$ cat config.mk
export PLATFORM = sky130hd
export DESIGN_NAME = flash_phy_rd_descramble
export DESIGN_NICKNAME = d
export VERILOG_FILES = /design/src/rtl/flash_phy_rd_descramble.sv
export SDC_FILE = /design/constraint.sdc
export NUM_CORES = 1
export LEC_CHECK = 0
export BUFFER_PORTS_ARGS = -buffer_cell sky130_fd_sc_hd__buf_2
export CORE_UTILIZATION = 44
export CTS_CLUSTER_DIAMETER = 40
export CTS_CLUSTER_SIZE = 20
export DETAILED_ROUTE_END_ITERATION = 10
export HOLD_SLACK_MARGIN = 0.06
export PLACE_DENSITY = 0.78
export RECOVER_POWER = 50
export SYNTH_ARGS = -nofsm -noshare
export SYNTH_HDL_FRONTEND = slang
export SYNTH_SLANG_ARGS = --single-unit
$ cat constraint.sdc
create_clock -name clk_i -period 1.7 [get_ports clk_i]
set_input_delay 0.255 -clock clk_i [delete_from_list [all_inputs] [get_ports clk_i]]
set_output_delay 0.255 -clock clk_i [all_outputs]
set_load 0.03 [all_outputs]
$ cat src/rtl/flash_phy_rd_descramble.sv
// Per-bank read-path descramble sequencer: obtains the XEX mask, runs the shared cipher and presents plaintext.
// Optional handshake watchdog is enabled by defining FLASH_PHY_RD_DESCRAMBLE_WDOG_EN.
module flash_phy_rd_descramble #(
   parameter int DataWidth     = 64,
   parameter int BankAddrW     = 17,
   parameter int TimeoutCycles = 64
) (
   input  logic                 clk_i,
   input  logic                 rst_ni,
   input  logic                 in_valid_i,
   output logic                 in_ready_o,
   input  logic [BankAddrW-1:0] in_addr_i,
   input  logic [DataWidth-1:0] in_data_i,
   input  logic                 in_scr_en_i,
   output logic                 calc_req_o,
   output logic [BankAddrW-1:0] calc_addr_o,
   input  logic                 calc_ack_i,
   input  logic [DataWidth-1:0] mask_i,
   output logic                 op_req_o,
   output logic                 op_type_o,
   output logic [DataWidth-1:0] op_data_o,
   input  logic                 op_ack_i,
   input  logic [DataWidth-1:0] op_plain_i,
   output logic                 out_valid_o,
   input  logic                 out_ready_i,
   output logic [DataWidth-1:0] out_data_o,
   output logic                 out_err_o,
   output logic                 err_o
);

   localparam logic DeScrambleOp = 1'b1;

   typedef enum logic [1:0] {StIdle, StCalc, StOp, StOut} state_e;

   state_e               state_q, state_d;
   logic [BankAddrW-1:0] addr_q, addr_d;
   logic [DataWidth-1:0] data_q, data_d;
   logic [DataWidth-1:0] mask_q, mask_d;
   logic                 timeout;

`ifdef FLASH_PHY_RD_DESCRAMBLE_WDOG_EN
   localparam int CntW = $clog2(TimeoutCycles);

   logic [CntW-1:0] cnt_q;
   logic            out_err_q, err_q;
   logic            wdog_fire;

   // Counter restarts on every state change, so it measures time spent waiting in CALC/OP.
   assign timeout   = (cnt_q == CntW'(TimeoutCycles - 1));
   assign wdog_fire = timeout && ((state_q == StCalc && !calc_ack_i) ||
                                  (state_q == StOp   && !op_ack_i));

   always_ff @(posedge clk_i or negedge rst_ni) begin
      if (!rst_ni) begin
         cnt_q     <= '0;
         out_err_q <= 1'b0;
         err_q     <= 1'b0;
      end else begin
         cnt_q <= (state_d != state_q) ? '0 : cnt_q + CntW'(1);
         if (wdog_fire) begin
            out_err_q <= 1'b1;
            err_q     <= 1'b1;
         end else if (state_q == StOut && out_ready_i) begin
            out_err_q <= 1'b0;
         end
      end
   end

   assign out_err_o = out_err_q;
   assign err_o     = err_q;
`else
   assign timeout   = 1'b0;
   assign out_err_o = 1'b0;
   assign err_o     = 1'b0;
`endif

   // NOTE: every variable gets a default before the case so no path leaves it unassigned (no latches).
   always_comb begin
      state_d = state_q;
      addr_d  = addr_q;
      data_d  = data_q;
      mask_d  = mask_q;
      case (state_q)
         StIdle: begin
            if (in_valid_i) begin
               addr_d  = in_addr_i;
               data_d  = in_data_i;
               state_d = in_scr_en_i ? StCalc : StOut;
            end
         end
         StCalc: begin
            if (calc_ack_i) begin
               mask_d  = mask_i;
               state_d = StOp;
            end else if (timeout) begin
               data_d  = '0;
               state_d = StOut;
            end
         end
         StOp: begin
            if (op_ack_i) begin
               data_d  = op_plain_i ^ mask_q;
               state_d = StOut;
            end else if (timeout) begin
               data_d  = '0;
               state_d = StOut;
            end
         end
         StOut: begin
            if (out_ready_i) state_d = StIdle;
         end
         default: state_d = StIdle;
      endcase
   end

   // NOTE: sequential state uses non-blocking assignments so all registers update together at the edge.
   always_ff @(posedge clk_i or negedge rst_ni) begin
      if (!rst_ni) begin
         state_q <= StIdle;
         addr_q  <= '0;
         data_q  <= '0;
         mask_q  <= '0;
      end else begin
         state_q <= state_d;
         addr_q  <= addr_d;
         data_q  <= data_d;
         mask_q  <= mask_d;
      end
   end

   // Outputs decode straight from the state register, so an async reset drops requests immediately.
   assign in_ready_o  = (state_q == StIdle);
   assign calc_req_o  = (state_q == StCalc);
   assign calc_addr_o = (state_q == StCalc) ? addr_q : '0;
   assign op_req_o    = (state_q == StOp);
   assign op_type_o   = (state_q == StOp) ? DeScrambleOp : 1'b0;
   assign op_data_o   = (state_q == StOp) ? (data_q ^ mask_q) : '0;
   assign out_valid_o = (state_q == StOut);
   assign out_data_o  = (state_q == StOut) ? data_q : '0;

endmodule

==> key figures, run 1 <==
Outcome
  – Outcome: finished with violations
  – Failing checks: setup timing

Synthesis
  – Netlist cell types: 21
  – Most frequent cell after synthesis: dfrtp_1
  – Commonest cells post-synth: dfrtp_1 (147), and2_1 (145), mux2_2 (85), nor2_1 (65)
  – Yosys top cell area share: 0.430
  – FFs w/ async S/R, synth: 1.00
  – Main synth FF type: dfrtp_1
  – Syn avg cell area: 11.2 um^2
  – Synth area leaders: dfrtp_1 (43%), mux2_2 (11%), and2_1 (11%)
  – Netlist Area Pre-Place: 8560 um^2
  – Post-Synthesis Cells: 763
  – Number of synthesized flops with an enable pin: 0
  – Ys Warns: 0
  – Flops & latches, synth: 147
  – Library cell with the largest summed area after synthesis: dfrtp_1
  – Seq/Total Area, Yosys: 0.430

Global routing
  – Vias in the first global route: 7,677
  – Initial antenna violation count: 3
  – Largest net degree at the start of global routing: 45
  – Grt total ovfl: 0
  – Global-route usage over all layers: 0.270
  – First-pass GRT wire length: 41,400 um

Timing
  – Final worst-path cycle share: 1.15
  – Max Freq: 0.513 GHz
  – Worst slew pin tran: 1.13 ns
  – Final hold violations: 0
  – Slew Viols, Final: 0
  – Minimum clock period: 1.95 ns
  – Worst relative slew slack: 0.250
  – Worst clock skew: 0.0125 ns
  – RSZ-0062 raised after global routing: true
  – Worst setup margin: -0.248 ns
  – # setup viols final: 244

Critical path
  – Worst reg2reg startpoint: state_q[0]
  – Critical path cell sequence: buf_6 > ha_4 > buf_12 > and2_1 > buf_6
  – WP data arrival: 1.69 ns
  – Setup crit start kind: flop
  – R2r worst-path depth: 8
  – CP required: 1.44 ns
  – Critical R2R Capture: data_q[41]
  – Crit path from: state_q[1]
  – Setup Crit Path Kind: flop to output pin
  – Most used cell, CP: buf_6
  – Slowest CP cell: dfrtp_2
  – Crit Path Max Fanout: 23
  – Crit path to: out_data_o[37]
  – Crit-path max cell delay: 0.45 ns
  – Flop2flop setup slack: -0.24 ns
  – CP Capture Type: output pin

Power
  – Gate power share: 0.663
  – Pwr dens: 2370 nW/um^2
  – Tot Pwr: 33.3 mW
  – Worst VDD drop: 0.00127 V
  – Seq pwr share: 0.220
  – Leakage power: 6.89 nW
  – Int Pwr: 19.7 mW
  – Part of the power in the clock network: 0.117
  – Sw frac: 0.407
  – Switching pwr: 13.5 mW

Floorplan
  – Core box area: 18,900 um^2
  – Die ar.: 20,000 um^2
  – Die height: 142 um
  – Chip width: 142 um
  – Std cell rows: 50
  – I/O Pins: 368
  – Initial Util: 0.453

Min path
  – Hold path depth: 2
  – Worst hold path type: input port to flop

Finish
  – Final net count: 1,435
  – # fillers: 1,182
  – Fin area: 14,000 um^2
  – Layout cell share with drive strength beyond 1: 0.614
  – Layout area overhead: 64.0%

Clocking
  – CTS tree: done
  – Clock sink count: 147
  – Max H-tree Level: 4
  – Num CTS Buffers: 17
  – CTS Buffer Depth: 2
  – CTS root buf: clkbuf_16
  – Clock latency on the worst-skew pair: 0.42 ns
  – Clk pin slew, worst setup/hold paths: 0.07 ns

Drt
  – Initial DRC Count: 263
  – Vias post-DR: 7,512
  – Detailed-route wire length: 29,900 um
  – Per-cell routed wire length: 20.1 um
  – DRC Markers: 0
  – Mean number of vias per cell: 5.05
  – Drt first pass iters: 4
  – Routed Antenna Nets: 0

Flow run
  – Max-cap violations: 0

Place
  – Placed cell areas: 11,000 um^2
  – DP Wirelength: 17,200 um
  – RePlAce Congestion: 0.835
  – Count of buffers from port buffering: 365
## critical path: cells and delay by family (launching register included)
family                   cells  cell delay (ns)
AND/OR/NAND/NOR              1             0.18
buffers and inverters        3             0.45
adder cells (fa/ha/maj)      1             0.19
flip-flops                   1             0.45
## kinds of logic (layout without fill, tap and decap cells)
kind of cell,after synthesis,after routing,synth area share
compound gates,64,64,0.0374
xor+xnor,128,128,0.131
fa+ha+maj,6,6,0.00877
buf+inv,50,511,0.0308
flops,147,147,0.430
mux,149,149,0.222
other cells,1,3,0.000438
simple gates,218,219,0.140
## layer usage
layer | global-route usage | part of all wire | routed length (um) | vias up
met4 | 0.103 | 0.031 | 937 | 4
met3 | 0.0624 | 0.063 | 1880 | 69
met2 | 0.480 | 0.52 | 15400 | 336
li1 | - | - | - | 3407
met5 | 0 | 0.0010 | 31 | -
met1 | 0.316 | 0.39 | 11600 | 3696
## placed cells by master (no fill, tap or decap), types with 2 or more instances in the layout
cell | netlist | layout
buf_8 | 0 | 7
nor2b_4 | 0 | 3
xnor2_1 | 64 | 64
conb_1 | 1 | 2
nor2_1 | 65 | 65
nand2_8 | 0 | 2
buf_6 | 7 | 143
clkbuf_16 | 0 | 25
and2_1 | 145 | 19
clkinvlp_4 | 0 | 4
buf_2 | 10 | 215
and2_2 | 0 | 13
clkbuf_8 | 0 | 2
buf_12 | 0 | 21
inv_2 | 0 | 2
and2_4 | 0 | 113
dfrtp_1 | 147 | 146
clkbuf_2 | 0 | 4
bufinv_16 | 0 | 2
buf_4 | 3 | 29
clkinv_4 | 0 | 2
a21oi_1 | 64 | 64
mux2_4 | 60 | 83
inv_6 | 0 | 3
mux2_2 | 85 | 62
xor2_1 | 64 | 64
mux2i_1 | 4 | 4
dlygate4sd3_1 | 0 | 40
buf_16 | 0 | 8
ha_4 | 0 | 5
## state kept, by name, summed over array words and instances, names as in the netlist
| name | count |
|---|---|
| mask_q | 64 |
| addr_q | 17 |
| state_q | 2 |
| data_q | 64 |
## power by group through the flow
stage	clock network (mW)	logic, mW	registers, mW
finish	3.88	22.1	7.33
global placement	0	15.3	7.08
global route	4.07	23.1	7.55
detailed placement	0	15.6	7.18
floorplan	0	11.8	6.69
CTS	3.90	19.9	7.19
## stage by stage
stage	cells	setup WS (ns)	setup TNS (ns)	hold WS (ns)	utilization
after floorplan	764	-0.181	-33.26	-0.0406	-
after global placement	1371	-0.0635	-3.21	0.204	0.580
after detailed placement	1371	-0.113	-6.84	0.203	0.580
after CTS	1469	-0.259	-47.08	0.0600	0.709
after global routing	1486	-0.298	-56.11	0.0637	0.743
final	1487	-0.248	-42.89	0.0679	0.743
## cell type report
type,count,area (um^2),area share
Clock inverter,12,145,0.0103
Clock buffer,20,457,0.0325
Antenna cell,1,2.50,0.000178
Multi-Input combinational cell,568,5140,0.366
Inverter,3,11.3,0.000802
Tap cell,260,325,0.0232
Sequential cell,147,3680,0.262
Timing Repair Buffer,476,4280,0.305
## timing repair
action	4_1_cts	5_1_grt
buffers inserted	19	6
gates resized for setup	357	120
pin swaps	29	12
hold buffers	39	1
setup endpoints to repair	213	279
endpoints found under the hold margin	73	1
cloned	8	13
## how the worst min path moves through the flow
stage                           from  slack, ns    endpoint
final                     mask_i[61]       0.07  mask_q[61]
after global routing      mask_i[53]       0.06  mask_q[53]
after CTS                  mask_i[6]       0.06   mask_q[6]
after detailed placement      rst_ni       0.20  data_q[26]
after global placement        rst_ni       0.20  data_q[26]
after floorplan               rst_ni      -0.04   addr_q[0]
Power figures use the tool's default switching activity.
==> run 2: changes to the inputs <==
--- a/config.mk
+++ b/config.mk
@@ -5,8 +5,9 @@
 export SDC_FILE = /design/constraint.sdc
 export NUM_CORES = 1
 export LEC_CHECK = 0
+export ABC_AREA = 1
 export BUFFER_PORTS_ARGS = -buffer_cell sky130_fd_sc_hd__buf_2
-export CORE_UTILIZATION = 44
+export CORE_UTILIZATION = 45
 export CTS_CLUSTER_DIAMETER = 40
 export CTS_CLUSTER_SIZE = 20
 export DETAILED_ROUTE_END_ITERATION = 10
==> key figures, run 2 <==
Outcome
  – Outcome: finished with violations
  – Failing checks: setup timing

Clocking
  – Num CTS Buffers: 17
  – Clock sink count: 147
  – CTS Buffer Depth: 2
  – CTS root buf: clkbuf_16
  – Max H-tree Level: 4
  – CTS tree: done
  – Clk pin slew, worst setup/hold paths: 0.06 ns
  – Clock latency on the worst-skew pair: 0.42 ns

Synthesis
  – Synth Area in XOR/XNOR: 0.0621
  – Most frequent cell after synthesis: nand2_1
  – Complex-gate fraction of the synthesized area: 0.0371
  – Commonest cells post-synth: nand2_1 (558), inv_1 (217), dfrtp_1 (147), nor2_1 (129), nand3_1 (81)
  – Largest family of logic cells by synthesized area: simple AND/OR/NAND/NOR gates
  – Synth Area in Adders: 0.00831
  – Number of synthesized flops with an enable pin: 0
  – Post-Synth Simple-Gate Area: 0.347
  – Main synth FF type: dfrtp_1
  – Netlist cell types: 23
  – Flops & latches, synth: 147
  – Multiplexer area fraction after synthesis: 0
  – Post-Synthesis Cells: 1,359
  – Syn avg cell area: 6.65 um^2
  – Ys Warns: 0
  – Synth area leaders: dfrtp_1 (41%), nand2_1 (23%), inv_1 (9.0%)
  – Yosys top cell area share: 0.407
  – Seq/Total Area, Yosys: 0.407
  – Library cell with the largest summed area after synthesis: dfrtp_1
  – FFs w/ async S/R, synth: 1.00
  – Netlist Area Pre-Place: 9030 um^2

Place
  – DP Wirelength: 20,500 um
  – Pre-CTS setup slack: 0.0585 ns
  – Placed cell areas: 11,400 um^2
  – Count of buffers from port buffering: 365
  – RePlAce Congestion: 0.942

Timing
  – Minimum clock period: 1.93 ns
  – # setup viols final: 148
  – RSZ-0062 raised after global routing: true
  – Max Freq: 0.518 GHz
  – Worst setup margin: -0.230 ns
  – Worst clock skew: 0.0167 ns
  – Final worst-path cycle share: 1.14
  – Final hold violations: 0
  – Slew Viols, Final: 0
  – Worst slew pin tran: 0.702 ns
  – Worst relative slew slack: 0.532

Critical path
  – Crit path from: state_q[0]
  – Setup crit start kind: flop
  – CP required: 1.44 ns
  – Setup Crit Path Kind: flop to output pin
  – Crit Path Max Fanout: 14
  – CP Capture Type: output pin
  – WP data arrival: 1.67 ns
  – Worst reg2reg startpoint: state_q[0]

Finish
  – Final net count: 1,953
  – Layout cell share with drive strength beyond 1: 0.331
  – Biggest regs: data_q x64, mask_q x64, addr_q x17
  – Fin area: 13,200 um^2
  – Layout area overhead: 45.9%
  – Most frequent cells in the layout: nand2_1 (550), buf_2 (219), inv_1 (178)
  – Commonest non-fill, non-tap cell in the layout: nand2_1
  – Fin util: 0.673

Global routing
  – Global-route usage over all layers: 0.282
  – Largest net degree at the start of global routing: 52
  – Vias in the first global route: 9,104
  – Initial antenna violation count: 2
  – Grt total ovfl: 0
  – First-pass GRT wire length: 44,700 um

Drt
  – Mean number of vias per cell: 4.89
  – Detailed-route wire length: 31,300 um
  – Drt first pass iters: 7
  – Vias post-DR: 9,832
  – Per-cell routed wire length: 15.6 um
  – Initial DRC Count: 444
  – Routed Antenna Nets: 0
  – DRC Markers: 0

Floorplan
  – Std cell rows: 51
  – Die height: 144 um
  – Initial Util: 0.461
  – Chip width: 144 um
  – Core box area: 19,600 um^2
  – Die ar.: 20,600 um^2
  – I/O Pins: 368

Power
  – Worst VDD drop: 0.00131 V
  – Tot Pwr: 27.5 mW
  – Leakage power: 7.79 nW
  – Pwr dens: 2080 nW/um^2

Flow run
  – Max-cap violations: 0

Min path
  – Worst hold path type: input port to flop
  – Hold path startpoint: in_addr_i[7]
==> run 2: worst paths after layout <==
path	slack (ns)	endpoint	cells after the start
min in group asynchronous	0.35	mask_q[10]	2
setup / recovery	-0.23	op_data_o[62]	6
max in group asynchronous	0.19	mask_q[35]	3
hold / removal	0.08	addr_q[7]	3
hold reg to reg	0.48	addr_q[15]	2
setup reg to reg	0.07	data_q[49]	10
==> run 2: cells by family (layout without fill, tap and decap cells) <==
kind of cell               after synthesis  count (layout)
AOI/OAI and AO/OA                       67              67
xor gates and xnor gates                64              64
adders and majority gates                6               6
buffers and inverters                  284             668
DFF                                    147             147
other                                    1               3
and+or+nand+nor                        790             790
==> run 2: metal layers <==
metal,up-vias,routed length [um],GRT usage
met5,-,12,0
li1,4734,-,-
met4,2,988,0.110
met2,421,16300,0.513
met1,4595,11800,0.317
met3,80,2180,0.0663
==> run 2: through the flow <==
step,setup TNS [ns],hold slack (ns),std cells
after floorplan,-11.20,-0.0406,1360
after global placement,0,0.134,1958
after CTS,-34.27,0.0602,2003
after global routing,-36.95,0.0710,2010
after detailed placement,0,0.132,1958
final,-25.36,0.0751,2010
==> run 2: critical path, stage by stage, from the launching register on <==
cell and delay [ns]:
dfrtp_1 0.40, inv_2 0.10, ha_4 0.17, inv_8 0.08, clkbuf_16 0.20, nor2_2 0.16
buf_6 0.15
==> run 2: power breakdown <==
| part | leakage, nW | internal [mW] | total [mW] | switching, mW |
|---|---|---|---|---|
| logic | 5.81 | 6.71 | 16.9 | 10.2 |
| registers | 1.71 | 5.21 | 6.82 | 1.61 |
| clock network | 0.269 | 2.11 | 3.71 | 1.60 |
==> run 2: final cells by class <==
type,count,area [um^2]
fill,1634,6410
multi-input combinational,929,4460
sequential,147,3680
timing repair buffer,416,3290
inverter,220,838
clock buffer,19,453
tap,265,332
clock inverter,13,125
antenna,1,2.50
==> run 2: repair_timing <==
item,4_1_cts,5_1_grt
pin swaps,0,1
resized for setup,161,190
buffers inserted,3,3
hold buffers,8,0
gates cloned,2,5
setup endpoints to repair,148,232
hold endpoints to repair,154,0
==> run 3: changes to the inputs <==
--- a/config.mk
+++ b/config.mk
@@ -12,8 +12,9 @@
 export CTS_CLUSTER_SIZE = 20
 export DETAILED_ROUTE_END_ITERATION = 10
 export HOLD_SLACK_MARGIN = 0.06
-export PLACE_DENSITY = 0.78
+export PLACE_DENSITY = 0.75
 export RECOVER_POWER = 50
+export SETUP_SLACK_MARGIN = 0.05
 export SYNTH_ARGS = -nofsm -noshare
 export SYNTH_HDL_FRONTEND = slang
 export SYNTH_SLANG_ARGS = --single-unit
==> constraint.sdc (replaced) <==
create_clock -name clk_i -period 2.15 [get_ports clk_i]
set_input_delay 0.3225 -clock clk_i [delete_from_list [all_inputs] [get_ports clk_i]]
set_output_delay 0.3225 -clock clk_i [all_outputs]
set_load 0.03 [all_outputs]
==> key figures, run 3 (synthesized netlist as in run 2, its figures left out) <==
Outcome
  – Outcome: complete, no violations

Global routing
  – Vias in the first global route: 8,549
  – Grt total ovfl: 0
  – First-pass GRT wire length: 40,800 um
  – Largest net degree at the start of global routing: 65
  – Initial antenna violation count: 2
  – Global-route usage over all layers: 0.257

Timing
  – Minimum clock period: 2.05 ns
  – Max Freq: 0.487 GHz
  – Sum Neg Setup Slack: 0 ns
  – Final hold violations: 0
  – Worst relative slew slack: 0.163
  – RSZ-0062 raised after global routing: true
  – Worst slew pin tran: 1.26 ns
  – # setup viols final: 0
  – Worst clock skew: 0.0121 ns
  – Slew Viols, Final: 0
  – Final worst-path cycle share: 0.954

Place
  – Count of buffers from port buffering: 365
  – DP Wirelength: 19,300 um
  – Placed cell areas: 11,100 um^2
  – Placed Cells: 1,948
  – RePlAce Congestion: 0.844

Finish
  – Final net count: 1,927
  – # fillers: 1,881
  – Multi-input gate area: 4140 um^2
  – Most frequent cells in the layout: nand2_1 (565), buf_2 (328), inv_1 (214)
  – Biggest regs: data_q x64, mask_q x64, addr_q x17
  – Reg area: 3680 um^2
  – Fin area: 11,800 um^2
  – Layout area overhead: 30.3%
  – Commonest non-fill, non-tap cell in the layout: nand2_1
  – Post-route insts no fill: 1,984
  – Layout cell share with drive strength beyond 1: 0.259

Clocking
  – CTS tree: done
  – CTS root buf: clkbuf_16
  – Num CTS Buffers: 17
  – Clock latency on the worst-skew pair: 0.42 ns
  – Max H-tree Level: 4
  – CTS Buffer Depth: 2
  – Clock sink count: 147
  – Clk pin slew, worst setup/hold paths: 0.07 ns

Drt
  – Vias post-DR: 9,311
  – Detailed-route wire length: 26,700 um
  – Drt first pass iters: 7
  – Initial DRC Count: 328
  – Mean number of vias per cell: 4.69
  – Per-cell routed wire length: 13.5 um
  – DRC Markers: 0
  – Routed Antenna Nets: 0

Critical path
  – Setup crit start kind: flop
  – Largest delay contributor family on the critical path: buffers and inverters
  – Crit-path max cell delay: 0.45 ns
  – WP data arrival: 1.73 ns
  – CP Capture Type: output pin
  – CP required: 1.83 ns
  – Crit path buffers/inverters: 4
  – Slowest CP cell: dfrtp_2
  – Setup Crit Path Kind: flop to output pin
  – Crit Path Max Fanout: 33
  – Critical path cell sequence: inv_4 > ha_4 > inv_2 > buf_12 > nor2_1 > buf_4

Power
  – Int Pwr: 9.59 mW
  – Tot Pwr: 18.9 mW
  – Worst VDD drop: 0.000922 V
  – Leakage power: 7.57 nW
  – Sw frac: 0.491
  – Seq pwr share: 0.285
  – Pwr dens: 1600 nW/um^2
  – Gate power share: 0.554
  – Part of the power in the clock network: 0.161
  – Switching pwr: 9.26 mW

Floorplan
  – I/O Pins: 368
  – Core box area: 19,600 um^2
  – Die height: 144 um
  – Chip width: 144 um
  – Std cell rows: 51
  – Die ar.: 20,600 um^2
  – Initial Util: 0.461

Min path
  – Worst hold path type: input port to flop

Flow run
  – Max-cap violations: 0
==> run 3: worst min-delay path, cell delays in order <==
cell	delay, ns
buf_2	0.07
nand3_1	0.06
nand2_1	0.06
==> run 3: area by class of cell <==
cell class / count / area share
multi-input combinational: 929 / 0.352
clock buffer: 19 / 0.0368
tap: 265 / 0.0282
timing repair buffer: 390 / 0.186
clock inverter: 12 / 0.0133
sequential: 147 / 0.313
antenna: 2 / 0.000425
inverter: 220 / 0.0706
==> run 3: layer usage <==
metal	track usage	part of all wire	up-vias	wire, um
met1	0.310	0.41	4232	11000
met5	0	0.00082	-	22
met3	0.0573	0.065	60	1740
met4	0.118	0.031	4	833
met2	0.437	0.49	349	13100
li1	-	-	4666	-
==> run 3: final timing paths <==
kind | startpoint | end | slack [ns] | cells after the start
setup reg to reg | state_q[0] | mask_q[24] | 0.21 | 6
min in group asynchronous | rst_ni | data_q[39] | 0.71 | 2
setup / recovery | state_q[0] | op_data_o[9] | 0.1 | 6
hold / removal | in_addr_i[0] | addr_q[0] | 0.13 | 3
hold reg to reg | addr_q[2] | addr_q[2] | 0.48 | 2
max in group asynchronous | rst_ni | mask_q[17] | 0.36 | 3
==> run 3: repair_timing <==
action	4_1_cts	5_1_grt
gates resized for setup	8	69
setup buffers	0	2
hold endpoints to repair	40	0
hold buffers	1	0
setup endpoints to repair	135	136
pin swaps	0	1
==> run 3: power by group through the flow <==
stage / registers [mW] / clock network (mW) / logic (mW)
global route: 5.54 / 3.20 / 11.6
global placement: 5.34 / 0 / 10.1
detailed placement: 5.38 / 0 / 10.3
finish: 5.37 / 3.03 / 10.5
floorplan: 5.09 / 0 / 7.91
CTS: 5.36 / 3.08 / 10.4
==> run 3: per-stage QoR <==
step	setup WS [ns]	hold WS (ns)	util
final	0.0986	0.132	0.601
after global routing	0.0347	0.133	0.600
after CTS	-0.0790	0.115	0.597
after detailed placement	0.327	0.294	0.565
after global placement	0.406	0.297	0.565
after floorplan	0.0679	0.0269	-
